$ cat config.mk
export PLATFORM = sky130hd
export DESIGN_NAME = mod_uart_tx
export DESIGN_NICKNAME = d
export VERILOG_FILES = /design/src/rtl/mod_uart_tx.sv
export SDC_FILE = /design/constraint.sdc
export NUM_CORES = 1
export LEC_CHECK = 0
export CAP_MARGIN = 20
export CORE_ASPECT_RATIO = 0.6
export CORE_MARGIN = 2
export CORE_UTILIZATION = 55
export CTS_CLUSTER_DIAMETER = 50
export DETAILED_ROUTE_END_ITERATION = 7
export PLACE_DENSITY_LB_ADDON = 0.12
export SYNTH_ARGS = -nofsm -noshare
export SYNTH_HDL_FRONTEND = slang
export SYNTH_SLANG_ARGS = --single-unit
$ cat constraint.sdc
create_clock -name i_clk -period 2.1 [get_ports i_clk]
set_input_delay 0.42 -clock i_clk [delete_from_list [all_inputs] [get_ports i_clk]]
set_output_delay 0.42 -clock i_clk [all_outputs]
set_load 0.02 [all_outputs]
$ cat src/rtl/mod_uart_tx.sv
// mod_uart_tx: 8N1 UART transmitter with a 16x baud-tick generator.
// Define UART_TX_PARITY_EN to add an even-parity bit between the data and stop bits.
module mod_uart_tx #(
  parameter int DVSR    = 163,
  parameter int DBIT    = 8,
  parameter int SB_TICK = 16
) (
  input  logic       i_clk,
  input  logic       i_rst_n,
  input  logic       i_tx_start,
  input  logic [7:0] i_din,
  output logic       o_tx,
  output logic       o_tx_busy,
  output logic       o_tx_done_tick
);
  typedef enum logic [2:0] {
    IDLE,
    START,
    DATA,
`ifdef UART_TX_PARITY_EN
    PARITY,
`endif
    STOP
  } state_t;
  state_t      r_state;
  logic [15:0] r_cnt;
  logic [4:0]  r_s;
  logic [2:0]  r_n;
  logic [7:0]  r_b;
  logic        r_tx, r_busy, r_done;
`ifdef UART_TX_PARITY_EN
  logic        r_par;
`endif
  logic        w_tick, w_accept;
  assign w_tick         = r_cnt == 16'(DVSR);
  assign w_accept       = r_state == IDLE && i_tx_start;
  assign o_tx           = r_tx;
  assign o_tx_busy      = r_busy;
  assign o_tx_done_tick = r_done;
  // The tick counter restarts on acceptance so every bit spans exactly 16*(DVSR+1) clocks.
  always_ff @(posedge i_clk or negedge i_rst_n) begin
    if (!i_rst_n) begin
      r_state <= IDLE;
      r_cnt   <= '0;
      r_s     <= '0;
      r_n     <= '0;
      r_b     <= '0;
      r_tx    <= 1'b1;
      r_busy  <= 1'b0;
      r_done  <= 1'b0;
`ifdef UART_TX_PARITY_EN
      r_par   <= 1'b0;
`endif
    end else begin
      r_done <= 1'b0;
      r_cnt  <= (w_accept || w_tick) ? '0 : r_cnt + 16'd1;
      case (r_state)
        IDLE: if (i_tx_start) begin
          r_b     <= i_din;
          r_s     <= '0;
          r_tx    <= 1'b0;
          r_busy  <= 1'b1;
          r_state <= START;
`ifdef UART_TX_PARITY_EN
          r_par   <= ^i_din[DBIT-1:0];
`endif
        end
        START: if (w_tick) begin
          if (r_s == 5'd15) begin
            r_s     <= '0;
            r_n     <= '0;
            r_tx    <= r_b[0];
            r_state <= DATA;
          end else r_s <= r_s + 5'd1;
        end
        DATA: if (w_tick) begin
          if (r_s == 5'd15) begin
            r_s <= '0;
            r_b <= r_b >> 1;
            if (r_n == 3'(DBIT - 1)) begin
`ifdef UART_TX_PARITY_EN
              r_tx    <= r_par;
              r_state <= PARITY;
`else
              r_tx    <= 1'b1;
              r_state <= STOP;
`endif
            end else begin
              r_n  <= r_n + 3'd1;
              r_tx <= r_b[1];
            end
          end else r_s <= r_s + 5'd1;
        end
`ifdef UART_TX_PARITY_EN
        PARITY: if (w_tick) begin
          if (r_s == 5'd15) begin
            r_s     <= '0;
            r_tx    <= 1'b1;
            r_state <= STOP;
          end else r_s <= r_s + 5'd1;
        end
`endif
        STOP: if (w_tick) begin
          if (r_s == 5'(SB_TICK - 1)) begin
            r_s     <= '0;
            r_busy  <= 1'b0;
            r_done  <= 1'b1;
            r_state <= IDLE;
          end else r_s <= r_s + 5'd1;
        end
        default: r_state <= IDLE;
      endcase
    end
  end
endmodule

; After elaboration in Yosys (flattened, before gate mapping)
; Index checks and enable logic that the tools add are counted.
[totals]
in_bits = 11
register_bits = 38
wordCells = 78
out_inout_bits = 3
[op_classes]
n_eq_ne = 16
add_sub_neg = 3
muxes = 36
n_reduce_logical = 15
[op_table]
columns = operator, count
row1 = 2-to-1 mux 3 bit, 11
row2 = 2-to-1 mux 8 bit, 3
row3 = "!= test 2 bit, second input constant", 9
row4 = "adder 16 x 1 -> 16 bit, second input constant", 1
row5 = "equality test 16 x 8 -> 1 bit, second input constant", 1
row6 = 2-to-1 mux 16 bit, 1
row7 = case mux 8 bit (2 select lines), 1
row8 = 2-to-1 mux 5 bit, 3
row9 = 2-to-1 mux 1 bit, 12
row10 = case mux 3 bit (4 select lines), 1
row11 = AND reduction 6 bit, 2
row12 = case mux 5 bit (2 select lines), 1
row13 = AND reduction 4 bit, 2
row14 = AND reduction 8 bit, 1
row15 = nonzero test 2 bit, 4
row16 = "equality test 3 x 2 -> 1 bit, second input constant", 2
row17 = case mux 3 bit (2 select lines), 1
row18 = "adder 5 x 1 -> 5 bit, second input constant", 1
row19 = "equality test 5 x 4 -> 1 bit, second input constant", 1
row20 = "adder 3 x 1 -> 3 bit, second input constant", 1
row21 = "equality test 3 x 1 -> 1 bit, second input constant", 1
row22 = "equality test 3 bit, second input constant", 1
row23 = zero test 3 bit, 1
row24 = case mux 1 bit (3 select lines), 1
row25 = other kinds (7), 7

; Depth between registers and ports, before layout
[depth]
depth_word = 5
ltp_mapped = 8
depth_no_buf = 6

; Least setup slack after synthesis
; Ideal clock, no wire load.
[synth_timing]
kind = register to register
from = register r_cnt[0]
to = register r_n[1]
period_less_slack_ns = 1.816
path_buffers = 0
arrival_ns = 1.695
required_ns = 1.979
stages_incl_launch_ff = 6
setup_time_ns = 0.121
path_slack_ns = 0.284
cell_sequence = dfrtp_1 > ha_1 > nor4bb_4 > nand4_2 > or3_1 > a22o_1
[synth_between]
elab_chain_len = 3
elab_cells_between_ends = 4
classes_between = eq/ne: 3 / reduce/logical: 1
[synth_lines]
columns = element, line
row1 = from (decl), 26  ; logic [15:0] r_cnt;
row2 = from (signal assigned), 56  ; r_cnt <= (w_accept || w_tick) ? '0 : r_cnt + 16'd1;
row3 = equality test 16 x 8 -> 1 bit (*), 35  ; assign w_tick = r_cnt == 16'(DVSR);
row4 = != test 2 bit (no source line), --
row5 = AND reduction 6 bit (no source line) (*), --
row6 = to (signal assigned), 89  ; r_n <= r_n + 3'd1;
row7 = to (decl), 28  ; logic [2:0] r_n;
; Mark *: on every way between the ends. The rest lies on a longest branch, timed or not.
; A chain may end at the register's enable or synchronous reset.

; Worst setup path in the final report
[layout_timing]
from = register r_s[0]
to = register r_state[1]
[layout_between]
elab_chain_len = 3
elab_cells_between_ends = 5
classes_between = eq/ne: 4 / reduce/logical: 1
[layout_lines]
columns = element, line
row1 = from (decl), 27  ; logic [4:0] r_s;
row2 = from (signal assigned), 74  ; end else r_s <= r_s + 5'd1;
row3 = from (signal assigned), 92  ; end else r_s <= r_s + 5'd1;
row4 = from (signal assigned), 109  ; end else r_s <= r_s + 5'd1;
row5 = equality test 5 x 4 -> 1 bit (*), "69, 77, 104"
row6 = != test 2 bit (no source line), --
row7 = AND reduction 8 bit (no source line) (*), --
row8 = to (signal assigned), 73  ; r_state <= DATA;
row9 = to (signal assigned), 108  ; r_state <= IDLE;
row10 = to (signal assigned), 111  ; default: r_state <= IDLE;
row11 = to (decl), 25  ; state_t r_state;
; Marked as above.

==> reports/qor.yml <==
synth_top_family_by_area: "simple AND/OR/NAND/NOR gates"
drive_gt1_frac: 0.130
viasPerCell: 6.07
cts_setup_buffers: 0
critPathTopFamily: "simple AND/OR/NAND/NOR gates"
multi_input_area_sq_mm: 0.00123
hold_class: "input pin to async pin"
holdBufCountCts: 0
crit_arrival_ps: 2140
dr.first_iter.drc_count: 107
ys_async_sr_fraction: 1.00
synth_area_per_cell_sq_um: 9.57
hold_ws_ps: 113
end_kind: "register"
grt_max_degree: 27
fin_util: 0.684
core_area_sq_mm: 0.00381
antennaDiodeCount: 0
sw_frac_of_total: 0.198
crit_required_ps: 2310
clock_skew_ps: 3.54
regArea_sq_um: 927
antenna_found_initial: 0
slowest_stage: "and4b_1"
netlist_area_sq_mm: 0.00226
power_mw: 1.40
synth_compound_area_frac: 0.152
clk-insertion-delay-late_ps: 290
cp_slowest_stage_delay_ps: 440
synthCells: 236
seq_area_frac_synth: 0.410
port_buffers: 13
report.final.slew_viol_count: 0
seq_power_share: 0.508
period_needed_ps: 1930
drc: 0
die_h_microns: 53.7
ys_types: 52
switchingPower_mw: 0.278
maxCapViolCount: 0
hpwl_microns: 3700
nFillCells: 305
grt_usage: 0.247
grt_setup_unrepaired: "no"
tightest_slew_ps: 562
clkPwrFrac: 0.456
max_freq_mhz: 517
cts_made_buffers: 5
finalInstanceArea_sq_mm: 0.00260
synth_edf_count: 0
hold_viol: 0
setup.worst_path.class: "register to register"
synthTopCellsByArea: "dfrtp_1 (40%), ha_1 (5.0%), nor2_1 (5.0%)"
clockBufferDepth: 2
first_global_vias: 1722
fin_nets: 281
wl_per_cell_microns: 16.1
pin_count: 14
power_frac_comb: 0.036
cp_num_buf_inv: 0
core.rowCount: 17
critPathMaxFanout: 11
internal_power_mw: 1.12
postPlaceCellArea_sq_mm: 0.00249
r2r_slack_ps: 170
die_x_microns: 86.8
drt-pass1-iter-count: 5
vias: 1877
max-slew-margin-rel: 0.625
synth_top_area_cell: "dfrtp_1"
place_congestion: 0.932
post_cts_resized: 0
period_share: 0.921
area_delta_synth_final_pct: 15.2
start_util: 0.593
status: "complete, no violations"
grt_pass1_wl_microns: 8660
worstPathCellList: "ha_1 > and4b_1 > nand2_1 > a221oi_2 > mux2i_1"
cts.sinks: 37
ys_seq_elements: 37
synth_top_cell_area_share: 0.399
fin_tns_setup_ps: 0
power.density_mw_per_mm2: 539
clock-root-buffer: "clkbuf_8"
grt_overflow_total: 0
syn_nets: 256
dieArea_sq_mm: 0.00465
wl_microns: 4970
ant_nets: 0
clkTransAtPathRegs_ps: 70
start_kind: "register"
muxShareOfSynthArea: 0.0221
synth-simple-area-share: 0.277
synth_ff_type: "dfrtp_1"
yosysWarningCount: 0
leakagePower_nw: 1.05
setup_viol: 0
synth_fa_ha_area_frac: 0.0498
h-tree-depth: 2
ir_worst_vdd_mv: 0.357
cts_tree: "done"
synthXorXnorAreaFrac: 0.0426
==> registers in the layout, summed over array words and instances, names as in the netlist <==
signal and count:
r_state 2, r_cnt 16, r_n 3, o_tx_done_tick 1, o_tx 1, o_tx_busy 1
r_s 5, r_b 8
==> power groups by stage <==
stage / clock [mW] / sequential [mW] / combinational, mW
final: 0.640 / 0.712 / 0.0500
after floorplan: 0 / 0.726 / 0.0127
after global routing: 0.687 / 0.712 / 0.0563
after CTS: 0.652 / 0.712 / 0.0518
after global placement: 0 / 0.726 / 0.0516
after detailed placement: 0 / 0.726 / 0.0515
==> worst paths after layout <==
path                               start         end  depth (start not counted)
worst max-delay path              r_s[0]  r_state[1]                          5
worst min-delay path             i_rst_n    r_cnt[4]                          1
worst max register to register    r_s[0]  r_state[1]                          5
worst min register to register  r_cnt[0]    r_cnt[0]                          1
max in group asynchronous        i_rst_n        o_tx                          2
min in group i_clk              r_cnt[0]    r_cnt[0]                          1
==> synthesized netlist by cell type, types with 2 or more instances <==
cell type  count
a21oi_1        9
a22o_1         2
a311o_1        3
and2_1         2
and3_1         6
and4_1         2
buf_2          2
clkbuf_1       5
clkbuf_8       3
dfrtp_1       36
ha_1           9
inv_1          7
mux2i_1        5
nand2_1       18
nand3_1       10
nand3b_1       5
nand4_1        5
nor2_1        30
nor3_1         3
nor3b_1        6
nor4_1         2
o211ai_1       3
o21ai_0       16
o311a_1        3
o31ai_1        4
or3_1          5
xnor2_1        5
xor2_1         6
==> layer usage <==
layer	track usage	wire length [microns]
met5	0	0
met4	0.0469	20
met3	0.0721	356
met2	0.324	1890
met1	0.395	2690
==> kinds of logic (layout without fill, tap and decap cells) <==
| logic type | after synthesis | count (layout) |
|---|---|---|
| AND/OR/NAND/NOR | 106 | 106 |
| AO/OA/AOI/OAI | 50 | 50 |
| flip-flops | 37 | 37 |
| buffers and inverters | 18 | 44 |
| XOR/XNOR | 11 | 11 |
| adder cells (fa/ha/maj) | 9 | 9 |
| multiplexers | 5 | 5 |
==> placed cells by master (no fill, tap or decap), types with 2 or more instances in the layout <==
master / instances
a22o_1: 2
ha_1: 9
and3_1: 6
nor2_1: 30
o21ai_0: 16
a21oi_1: 9
buf_4: 16
nand3b_1: 5
nand4_1: 5
xor2_1: 6
nor3b_1: 6
clkdlybuf4s50_1: 12
mux2i_1: 5
nand2_1: 18
or3_1: 5
inv_1: 7
nand3_1: 10
xnor2_1: 5
o311a_1: 3
nor3_1: 3
and4_1: 2
nor4_1: 2
dfrtp_1: 36
and2_1: 2
o31ai_1: 4
clkbuf_8: 6
a311o_1: 3
o211ai_1: 3
==> metrics by stage <==
stage	setup WS (ps)	std cells
final	166	309
after global routing	34.2	309
after CTS	180	309
after detailed placement	209	301
after global placement	275	301
after floorplan	284	236
==> worst register-to-register path, delay by kind of cell (launching register included) <==
kind | cells | cell delay (ps)
and+or+nand+nor | 2 | 560
DFF | 1 | 420
AOI/OAI and AO/OA | 1 | 390
muxes | 1 | 250
adders and majority gates | 1 | 240
==> layout make-up <==
cell class | count | share of cell area
Timing Repair Buffer | 29 | 0.0942
Sequential cell | 37 | 0.356
Inverter | 7 | 0.0101
Multi-Input combinational cell | 181 | 0.472
Clock inverter | 1 | 0.0115
Clock buffer | 7 | 0.0332
Tap cell | 47 | 0.0226
Note: power is estimated with default switching activity, not from simulation.
